### src/rtl/sanojn_ttrpg_dice_pkg.sv
// Shared constants, I2C state encoding and small helper functions for the
// TinyTapeout dice roller.
package sanojn_ttrpg_dice_pkg;

    localparam logic [3:0] BLANK_CODE = 4'hF;
    localparam logic [7:0] DIGIT_REG  = 8'h0A;

    localparam logic [6:0] SEG_0     = 7'h3F;
    localparam logic [6:0] SEG_1     = 7'h06;
    localparam logic [6:0] SEG_2     = 7'h5B;
    localparam logic [6:0] SEG_3     = 7'h4F;
    localparam logic [6:0] SEG_4     = 7'h66;
    localparam logic [6:0] SEG_5     = 7'h6D;
    localparam logic [6:0] SEG_6     = 7'h7D;
    localparam logic [6:0] SEG_7     = 7'h07;
    localparam logic [6:0] SEG_8     = 7'h7F;
    localparam logic [6:0] SEG_9     = 7'h6F;
    localparam logic [6:0] SEG_BLANK = 7'h00;

    typedef enum logic [2:0] {
        IDLE, ADDR, ACK_ADDR, SUB, ACK_SUB, DATA, ACK_DATA, IGNORE
    } i2c_state_e;

    function automatic logic [6:0] die_size(input logic [2:0] idx);
        case (idx)
            3'd0:    return 7'd4;
            3'd1:    return 7'd6;
            3'd2:    return 7'd8;
            3'd3:    return 7'd10;
            3'd4:    return 7'd12;
            3'd5:    return 7'd20;
            3'd6:    return 7'd100;
            default: return 7'd4;
        endcase
    endfunction

    function automatic logic [6:0] seg7(input logic [3:0] code);
        case (code)
            4'd0:    return SEG_0;
            4'd1:    return SEG_1;
            4'd2:    return SEG_2;
            4'd3:    return SEG_3;
            4'd4:    return SEG_4;
            4'd5:    return SEG_5;
            4'd6:    return SEG_6;
            4'd7:    return SEG_7;
            4'd8:    return SEG_8;
            4'd9:    return SEG_9;
            default: return SEG_BLANK;
        endcase
    endfunction

    // Returns {tens, ones}; 100 wraps to "00", single digits blank the tens.
    function automatic logic [7:0] bin2bcd(input logic [6:0] v);
        logic [3:0] tens;
        logic [3:0] ones;
        if (v >= 7'd100) begin
            tens = 4'd0;
            ones = 4'd0;
        end else if (v < 7'd10) begin
            tens = BLANK_CODE;
            ones = v[3:0];
        end else begin
            tens = 4'(v / 7'd10);
            ones = 4'(v % 7'd10);
        end
        return {tens, ones};
    endfunction

endpackage

### src/rtl/sanojn_ttrpg_dice_if.sv
// I2C pin bundle: synchronizer-side SCL/SDA inputs and the open-drain SDA enable.
interface sanojn_ttrpg_dice_if;
    logic scl;
    logic sda;
    logic sda_oe;

    modport master (output scl, output sda, input sda_oe);
    modport slave  (input scl, input sda, output sda_oe);
endinterface

### src/rtl/sanojn_i2c_slave.sv
// Write-only I2C slave: address match, sub-address pointer, auto-incrementing
// register writes presented as a one-clock strobe.
module sanojn_i2c_slave
    import sanojn_ttrpg_dice_pkg::*;
#(
    parameter logic [6:0] I2C_ADDR = 7'h70
) (
    input  logic                  clk,
    input  logic                  rst_n,
    sanojn_ttrpg_dice_if.slave    bus,
    output logic                  wr_stb_o,
    output logic [7:0]            wr_addr_o,
    output logic [7:0]            wr_data_o
);
    localparam logic [7:0] MATCH = {I2C_ADDR, 1'b0};

    logic [1:0] scl_sync_q, sda_sync_q;
    logic       scl_prev_q, sda_prev_q;
    logic       scl_s, sda_s, start_s, stop_s, scl_rise_s, scl_fall_s;
    i2c_state_e state_q, state_d;
    logic [3:0] bit_cnt_q, bit_cnt_d;
    logic [7:0] shift_q, shift_d, ptr_q, ptr_d, wr_addr_q, wr_addr_d, wr_data_q, wr_data_d;
    logic       sda_oe_q, sda_oe_d, wr_stb_q, wr_stb_d;

    assign scl_s      = scl_sync_q[1];
    assign sda_s      = sda_sync_q[1];
    assign start_s    = scl_s & scl_prev_q & sda_prev_q & ~sda_s;
    assign stop_s     = scl_s & scl_prev_q & ~sda_prev_q & sda_s;
    assign scl_rise_s = scl_s & ~scl_prev_q;
    assign scl_fall_s = ~scl_s & scl_prev_q;

    // Bus protocol next-state; START/STOP override every state.
    always_comb begin
        state_d   = state_q;
        bit_cnt_d = bit_cnt_q;
        shift_d   = shift_q;
        ptr_d     = ptr_q;
        sda_oe_d  = sda_oe_q;
        wr_stb_d  = 1'b0;
        wr_addr_d = wr_addr_q;
        wr_data_d = wr_data_q;
        if (start_s) begin
            state_d   = ADDR;
            bit_cnt_d = 4'd0;
            sda_oe_d  = 1'b0;
        end else if (stop_s) begin
            state_d  = IDLE;
            sda_oe_d = 1'b0;
        end else begin
            case (state_q)
                ADDR, SUB, DATA: begin
                    if (scl_rise_s) begin
                        shift_d   = {shift_q[6:0], sda_s};
                        bit_cnt_d = bit_cnt_q + 4'd1;
                    end else if (scl_fall_s && (bit_cnt_q == 4'd8)) begin
                        bit_cnt_d = 4'd0;
                        case (state_q)
                            ADDR: begin
                                if (shift_q == MATCH) begin
                                    state_d  = ACK_ADDR;
                                    sda_oe_d = 1'b1;
                                end else begin
                                    state_d  = IGNORE;
                                end
                            end
                            SUB: begin
                                state_d  = ACK_SUB;
                                sda_oe_d = 1'b1;
                                ptr_d    = shift_q;
                            end
                            default: begin
                                state_d   = ACK_DATA;
                                sda_oe_d  = 1'b1;
                                wr_stb_d  = 1'b1;
                                wr_addr_d = ptr_q;
                                wr_data_d = shift_q;
                                ptr_d     = ptr_q + 8'd1;
                            end
                        endcase
                    end else begin
                        bit_cnt_d = bit_cnt_q;
                    end
                end
                ACK_ADDR, ACK_SUB, ACK_DATA: begin
                    if (scl_fall_s) begin
                        sda_oe_d = 1'b0;
                        state_d  = (state_q == ACK_ADDR) ? SUB : DATA;
                    end else begin
                        sda_oe_d = 1'b1;
                    end
                end
                IDLE, IGNORE: state_d = state_q;
                default:      state_d = IDLE;
            endcase
        end
    end

    // Pin synchronizers and protocol registers.
    always_ff @(posedge clk or negedge rst_n) begin
        if (!rst_n) begin
            scl_sync_q <= 2'b11;
            sda_sync_q <= 2'b11;
            scl_prev_q <= 1'b1;
            sda_prev_q <= 1'b1;
            state_q    <= IDLE;
            bit_cnt_q  <= 4'd0;
            shift_q    <= 8'd0;
            ptr_q      <= 8'd0;
            sda_oe_q   <= 1'b0;
            wr_stb_q   <= 1'b0;
            wr_addr_q  <= 8'd0;
            wr_data_q  <= 8'd0;
        end else begin
            scl_sync_q <= {scl_sync_q[0], bus.scl};
            sda_sync_q <= {sda_sync_q[0], bus.sda};
            scl_prev_q <= scl_s;
            sda_prev_q <= sda_s;
            state_q    <= state_d;
            bit_cnt_q  <= bit_cnt_d;
            shift_q    <= shift_d;
            ptr_q      <= ptr_d;
            sda_oe_q   <= sda_oe_d;
            wr_stb_q   <= wr_stb_d;
            wr_addr_q  <= wr_addr_d;
            wr_data_q  <= wr_data_d;
        end
    end

    assign bus.sda_oe = sda_oe_q;
    assign wr_stb_o   = wr_stb_q;
    assign wr_addr_o  = wr_addr_q;
    assign wr_data_o  = wr_data_q;

endmodule

### src/rtl/sanojn_ttrpg_dice.sv
// Dice roller top: button sync, roll counter, BCD digits, multiplexed
// 7-segment drive, and the I2C digit override.
module sanojn_ttrpg_dice
    import sanojn_ttrpg_dice_pkg::*;
#(
    parameter int unsigned MUX_BITS = 10,
    parameter logic [6:0]  I2C_ADDR = 7'h70
) (
    input  logic       clk,
    input  logic       rst_n,
    input  logic       ena,
    input  logic [7:0] ui_in,
    output logic [7:0] uo_out,
    input  logic [7:0] uio_in,
    output logic [7:0] uio_out,
    output logic [7:0] uio_oe
);
    logic [6:0]        btn_meta_q, btn_sync_q, pressed_s;
    logic              any_s, held_q, sel_s;
    logic [2:0]        die_s, die_q, die_d;
    logic [6:0]        cnt_q, cnt_d;
    logic [3:0]        digit10_q, digit1_q, code_s;
    logic [7:0]        digits_d, seg_s, uo_out_q, uo_out_d;
    logic [1:0]        com_q, com_d;
    logic [MUX_BITS:0] mux_q;
    logic              wr_stb_s;
    logic [7:0]        wr_addr_s, wr_data_s;
    logic              unused_s;

    sanojn_ttrpg_dice_if i2c_bus ();
    assign i2c_bus.scl = uio_in[3];
    assign i2c_bus.sda = uio_in[2];

    sanojn_i2c_slave #(.I2C_ADDR(I2C_ADDR)) u_i2c (
        .clk       (clk),
        .rst_n     (rst_n),
        .bus       (i2c_bus),
        .wr_stb_o  (wr_stb_s),
        .wr_addr_o (wr_addr_s),
        .wr_data_o (wr_data_s)
    );

    assign pressed_s = btn_sync_q ^ {7{~uio_in[5]}};
    assign any_s     = |pressed_s;
    assign unused_s  = &{1'b0, ena, ui_in[7], uio_in[4], uio_in[1:0]};

    // Lowest-index pressed button selects the die.
    always_comb begin
        casez (pressed_s)
            7'b??????1: die_s = 3'd0;
            7'b?????10: die_s = 3'd1;
            7'b????100: die_s = 3'd2;
            7'b???1000: die_s = 3'd3;
            7'b??10000: die_s = 3'd4;
            7'b?100000: die_s = 3'd5;
            7'b1000000: die_s = 3'd6;
            default:    die_s = 3'd0;
        endcase
    end

    // Roll counter restarts at 1 on a fresh press or die change, else wraps N->1.
    always_comb begin
        die_d = die_q;
        cnt_d = cnt_q;
        if (any_s) begin
            die_d = die_s;
            if (!held_q || (die_s != die_q) || (cnt_q >= die_size(die_s))) begin
                cnt_d = 7'd1;
            end else begin
                cnt_d = cnt_q + 7'd1;
            end
        end else begin
            cnt_d = cnt_q;
        end
    end

    // Digits track the live counter while held; otherwise an I2C write may load them.
    always_comb begin
        if (held_q) begin
            digits_d = bin2bcd(cnt_q);
        end else if (wr_stb_s && (wr_addr_s == DIGIT_REG)) begin
            digits_d = wr_data_s;
        end else begin
            digits_d = {digit10_q, digit1_q};
        end
    end

    // Digit multiplex with configurable segment and common polarity.
    always_comb begin
        sel_s    = mux_q[MUX_BITS];
        code_s   = sel_s ? digit10_q : digit1_q;
        seg_s    = {1'b0, seg7(code_s)};
        uo_out_d = uio_in[6] ? seg_s : ~seg_s;
        com_d    = sel_s ? {uio_in[7], ~uio_in[7]} : {~uio_in[7], uio_in[7]};
    end

    // State and registered display outputs.
    always_ff @(posedge clk or negedge rst_n) begin
        if (!rst_n) begin
            btn_meta_q <= 7'd0;
            btn_sync_q <= 7'd0;
            held_q     <= 1'b0;
            die_q      <= 3'd0;
            cnt_q      <= 7'd0;
            digit10_q  <= BLANK_CODE;
            digit1_q   <= BLANK_CODE;
            mux_q      <= {(MUX_BITS + 1){1'b0}};
            uo_out_q   <= 8'h00;
            com_q      <= 2'b00;
        end else begin
            btn_meta_q <= ui_in[6:0];
            btn_sync_q <= btn_meta_q;
            held_q     <= any_s;
            die_q      <= die_d;
            cnt_q      <= cnt_d;
            digit10_q  <= digits_d[7:4];
            digit1_q   <= digits_d[3:0];
            mux_q      <= mux_q + (MUX_BITS + 1)'(1);
            uo_out_q   <= uo_out_d;
            com_q      <= com_d;
        end
    end

    assign uo_out  = uo_out_q;
    assign uio_out = {6'b000000, com_q};
    assign uio_oe  = {5'b00000, i2c_bus.sda_oe, 2'b11};

endmodule

### config.mk
export PLATFORM = sky130hd
export DESIGN_NAME = sanojn_ttrpg_dice
export DESIGN_NICKNAME = d
export VERILOG_FILES = /design/src/rtl/sanojn_ttrpg_dice_pkg.sv /design/src/rtl/sanojn_ttrpg_dice_if.sv /design/src/rtl/sanojn_i2c_slave.sv /design/src/rtl/sanojn_ttrpg_dice.sv
export SDC_FILE = /design/constraint.sdc
export NUM_CORES = 1
export LEC_CHECK = 0
export ABC_CLOCK_PERIOD_IN_PS = 2850
export CORE_UTILIZATION = 50
export CTS_CLUSTER_DIAMETER = 100
export CTS_CLUSTER_SIZE = 16
export DETAILED_ROUTE_END_ITERATION = 8
export PLACE_DENSITY = 0.71
export SYNTH_ARGS = -nofsm -noshare
export SYNTH_HDL_FRONTEND = slang
export SYNTH_SLANG_ARGS = --single-unit
### constraint.sdc
create_clock -name clk -period 2.85 [get_ports clk]
set_input_delay 0.7125 -clock clk [delete_from_list [all_inputs] [get_ports clk]]
set_output_delay 0.7125 -clock clk [all_outputs]
set_load 0.01 [all_outputs]
==> run_results.csv <==
group,metric,value,unit
synth,postSynthCellCount,526,
sta,worst_pin_slew,0.720,ns
sta,hold_viol,0,
power_and_ir_drop,p_leak,2.65,nW
run_status,outcome,"finished, final reports clean",
sta,relSlewSlack,50.6,%
global_routing,busiest_layer,"met2",
route,drc,0,
power_and_ir_drop,power_density,630,nW/um2
placed_design,placed_area,5660,um2
final_layout,nets,596,
final_layout,postLayoutCoreUtil,59.9,%
setup_path,reg2reg_setup_slack,0.09,ns
route,dr.first_iter.drc_count,189,
setup_path,critPathLaunchType,"flop",
global_routing,grt_pass1_wl,16300,um
placed_design,port_buffers,24,
global_routing,grt_max_degree,46,
route,drt-total-wl,9620,um
cts,htreeDepth,3,
power_and_ir_drop,vdd_drop_max,0.351,mV
final_layout,num_antenna_cells,0,
route,post_drt_wl_per_cell,13.8,um
cts,cts_buffer_depth,2,
global_routing,overflow,0,
global_routing,grtUsageMet2,30.8,%
run,max_cap_violations,0,
global_routing,grt_pass1_vias,3614,
sta,period_share,96.8,%
synth,synth_edf_count,0,
floorplanning,row_count,36,
synth,synth_top_area_share,41.6,%
route,ant_nets,0,
floorplanning,die_area,10900,um2
global_routing,grtUsageMet1,23.7,%
cts,cts_inserted_buffers,9,
floorplanning,start_util,52.6,%
sta,rsz0062_at_grt,"yes",
placed_design,dp_hpwl,6860,um
synth,synthFlopType,"dfrtp_1",
sta,fin_tns_setup,0,ns
final_layout,final_area,5960,um2
sta,slew_viol_final,0,
global_routing,use_met3,3.32,%
sta,whs,0.341,ns
floorplanning,core,9950,um2
route,vias_per_cell,5.54,
floorplanning,die_h,104,um
synth,ys_ff_latch,101,
cts,clk_pin_slew_worst_paths,0.10,ns
cts,cts_tree,"done",
sta,fin_worst_skew,0.0195,ns
synth,synth_largest_area_cell,"dfrtp_1",
synth,ys_types,57,
cts,clk_latency,0.37,ns
setup_path,path_class,"flop to flop",
final_layout,drive_gt1_share,17.4,%
route,vias,3856,
global_routing,grt_antenna_before_repair,0,
final_layout,syn_to_final_growth,13.9,%
cts,cts.sink_count,101,
cts,cts_root_buf,"clkbuf_8",
min_path,holdCritPathClass,"primary input to async pin",
final_layout,layout_commonest_cell,"dfrtp_1",
sta,setup_viol,0,
setup_path,critPathMaxFanout,6,
placed_design,place.gp.congestion,0.829,
setup_path,crit_arrival,3.07,ns
route,first_pass_iters,5,
synth,yosysSeqAreaShare,48.6,%
floorplanning,die_w,104,um
setup_path,cp-end-kind,"flop",
synth,netlist_top_cells_area,"dfrtp_1, dfstp_2, mux2_2",
synth,syn_area,5240,um2
synth,avgSynthCellArea,9.95,um2
global_routing,grt_usage,18.4,%
final_layout,layout_common_cells,"dfrtp_1, nor2_1, nand2_1",
sta,max_freq,362,MHz
synth,async_flop_share,100,%
synth,ys.warnings.count,0,
sta,fin_crit,2.76,ns
floorplanning,ioPinCount,43,
cts,cts_hold_buf,0,
setup_path,required,3.16,ns
routing by layer:
layer	share of wire (%)	vias to the layer above
met2	50	81
met4	1.0	0
li1	-	1902
met3	3.4	10
met5	0	-
met1	45	1863
per-stage QoR:
stage	setup slack [ns]	cells	power [mW]
4_1_cts	0.00627	696	3.79
2_1_floorplan	-0.0849	537	2.49
6_report	0.0914	696	3.76
5_1_grt	-0.0316	696	3.98
3_5_place_dp	-0.717	678	2.80
3_3_place_gp	-0.670	678	2.76
kinds of logic after synthesis:
kind of cell             count (synthesis)  synth area share (%)
XOR/XNOR                                24                  4.02
multiplexers                            37                  7.74
buffers and inverters                   56                  5.07
AO/OA/AOI/OAI                          119                  14.2
flip-flops                             101                  48.6
other                                    2                 0.143
adder cells (fa/ha/maj)                 19                  4.54
AND/OR/NAND/NOR                        168                  15.6
final timing paths:
check	from	endpoint	cells after the start
min reg2reg	btn_meta_q[5]	btn_sync_q[5]	0
min	rst_n	cnt_q[6]	1
max reg2reg	btn_sync_q[5]	cnt_q[2]	12
min in group clk	btn_meta_q[5]	btn_sync_q[5]	0
max	btn_sync_q[5]	cnt_q[2]	12
max in group asynchronous	rst_n	btn_sync_q[6]	2
power by group:
group          internal (mW)  total, mW  switching (mW)
clock                  0.427      0.969           0.542
combinational          0.479      0.951           0.472
sequential              1.63       1.84           0.205
total                   2.54       3.76            1.22
critical path, cell delays in order (launching register included):
cell	delay (ns)
dfrtp_1	0.43
or2b_1	0.28
a2111oi_4	0.32
a31oi_2	0.09
a21oi_2	0.13
ha_1	0.24
nand2b_1	0.07
a31oi_1	0.08
o21ai_1	0.13
a21oi_1	0.07
or4_4	0.54
nor4b_4	0.23
a21o_1	0.11
sequential cells by signal (all words and copies together) (netlist names), 3 cells and up:
signal,cells
digit10_q,4
btn_meta_q,7
mux_q,11
cnt_q,7
digit1_q,4
u_i2c.bit_cnt_q,4
u_i2c.wr_data_o,8
die_q,3
u_i2c.wr_addr_o,8
u_i2c.state_q,3
u_i2c.ptr_q,8
uo_out,8
u_i2c.shift_q,8
btn_sync_q,7
synth_stat cells (3+ instances only):
library cell  number
o21a_1             5
o22ai_1            9
nor4_1             4
o21ai_0           31
inv_1             18
a21o_1             7
nand3_1           17
or2_2              3
xnor2_1           20
dfrtp_1           87
buf_4             14
nor2b_1            8
mux2i_1            9
dfstp_2           14
o32ai_1            4
and2_1             3
mux2_2            28
nor2_1            51
ha_1              19
clkbuf_1          19
a31oi_1            7
a22oi_1            3
and3_1             4
or3_1              5
nor3_1            12
xor2_1             4
a211oi_1           5
a21oi_1           31
nand2b_1           3
nand2_1           43
nand4b_1           3
nand3b_1           3
area by class of cell:
cell class	instances	area, um2
fill	862	3990
multi-input combinational	380	2540
sequential	101	2540
timing repair buffer	47	422
clock inverter	7	95.1
inverter	19	71.3
tap	133	166
clock buffer	9	124
timing repair:
action | in CTS | in global routing
setup endpoints to repair | 7 | 7
setup buffers | 2 | 0
pin swaps | 4 | 8
resized for setup | 10 | 7
Note: power is estimated with default switching activity, not from simulation.
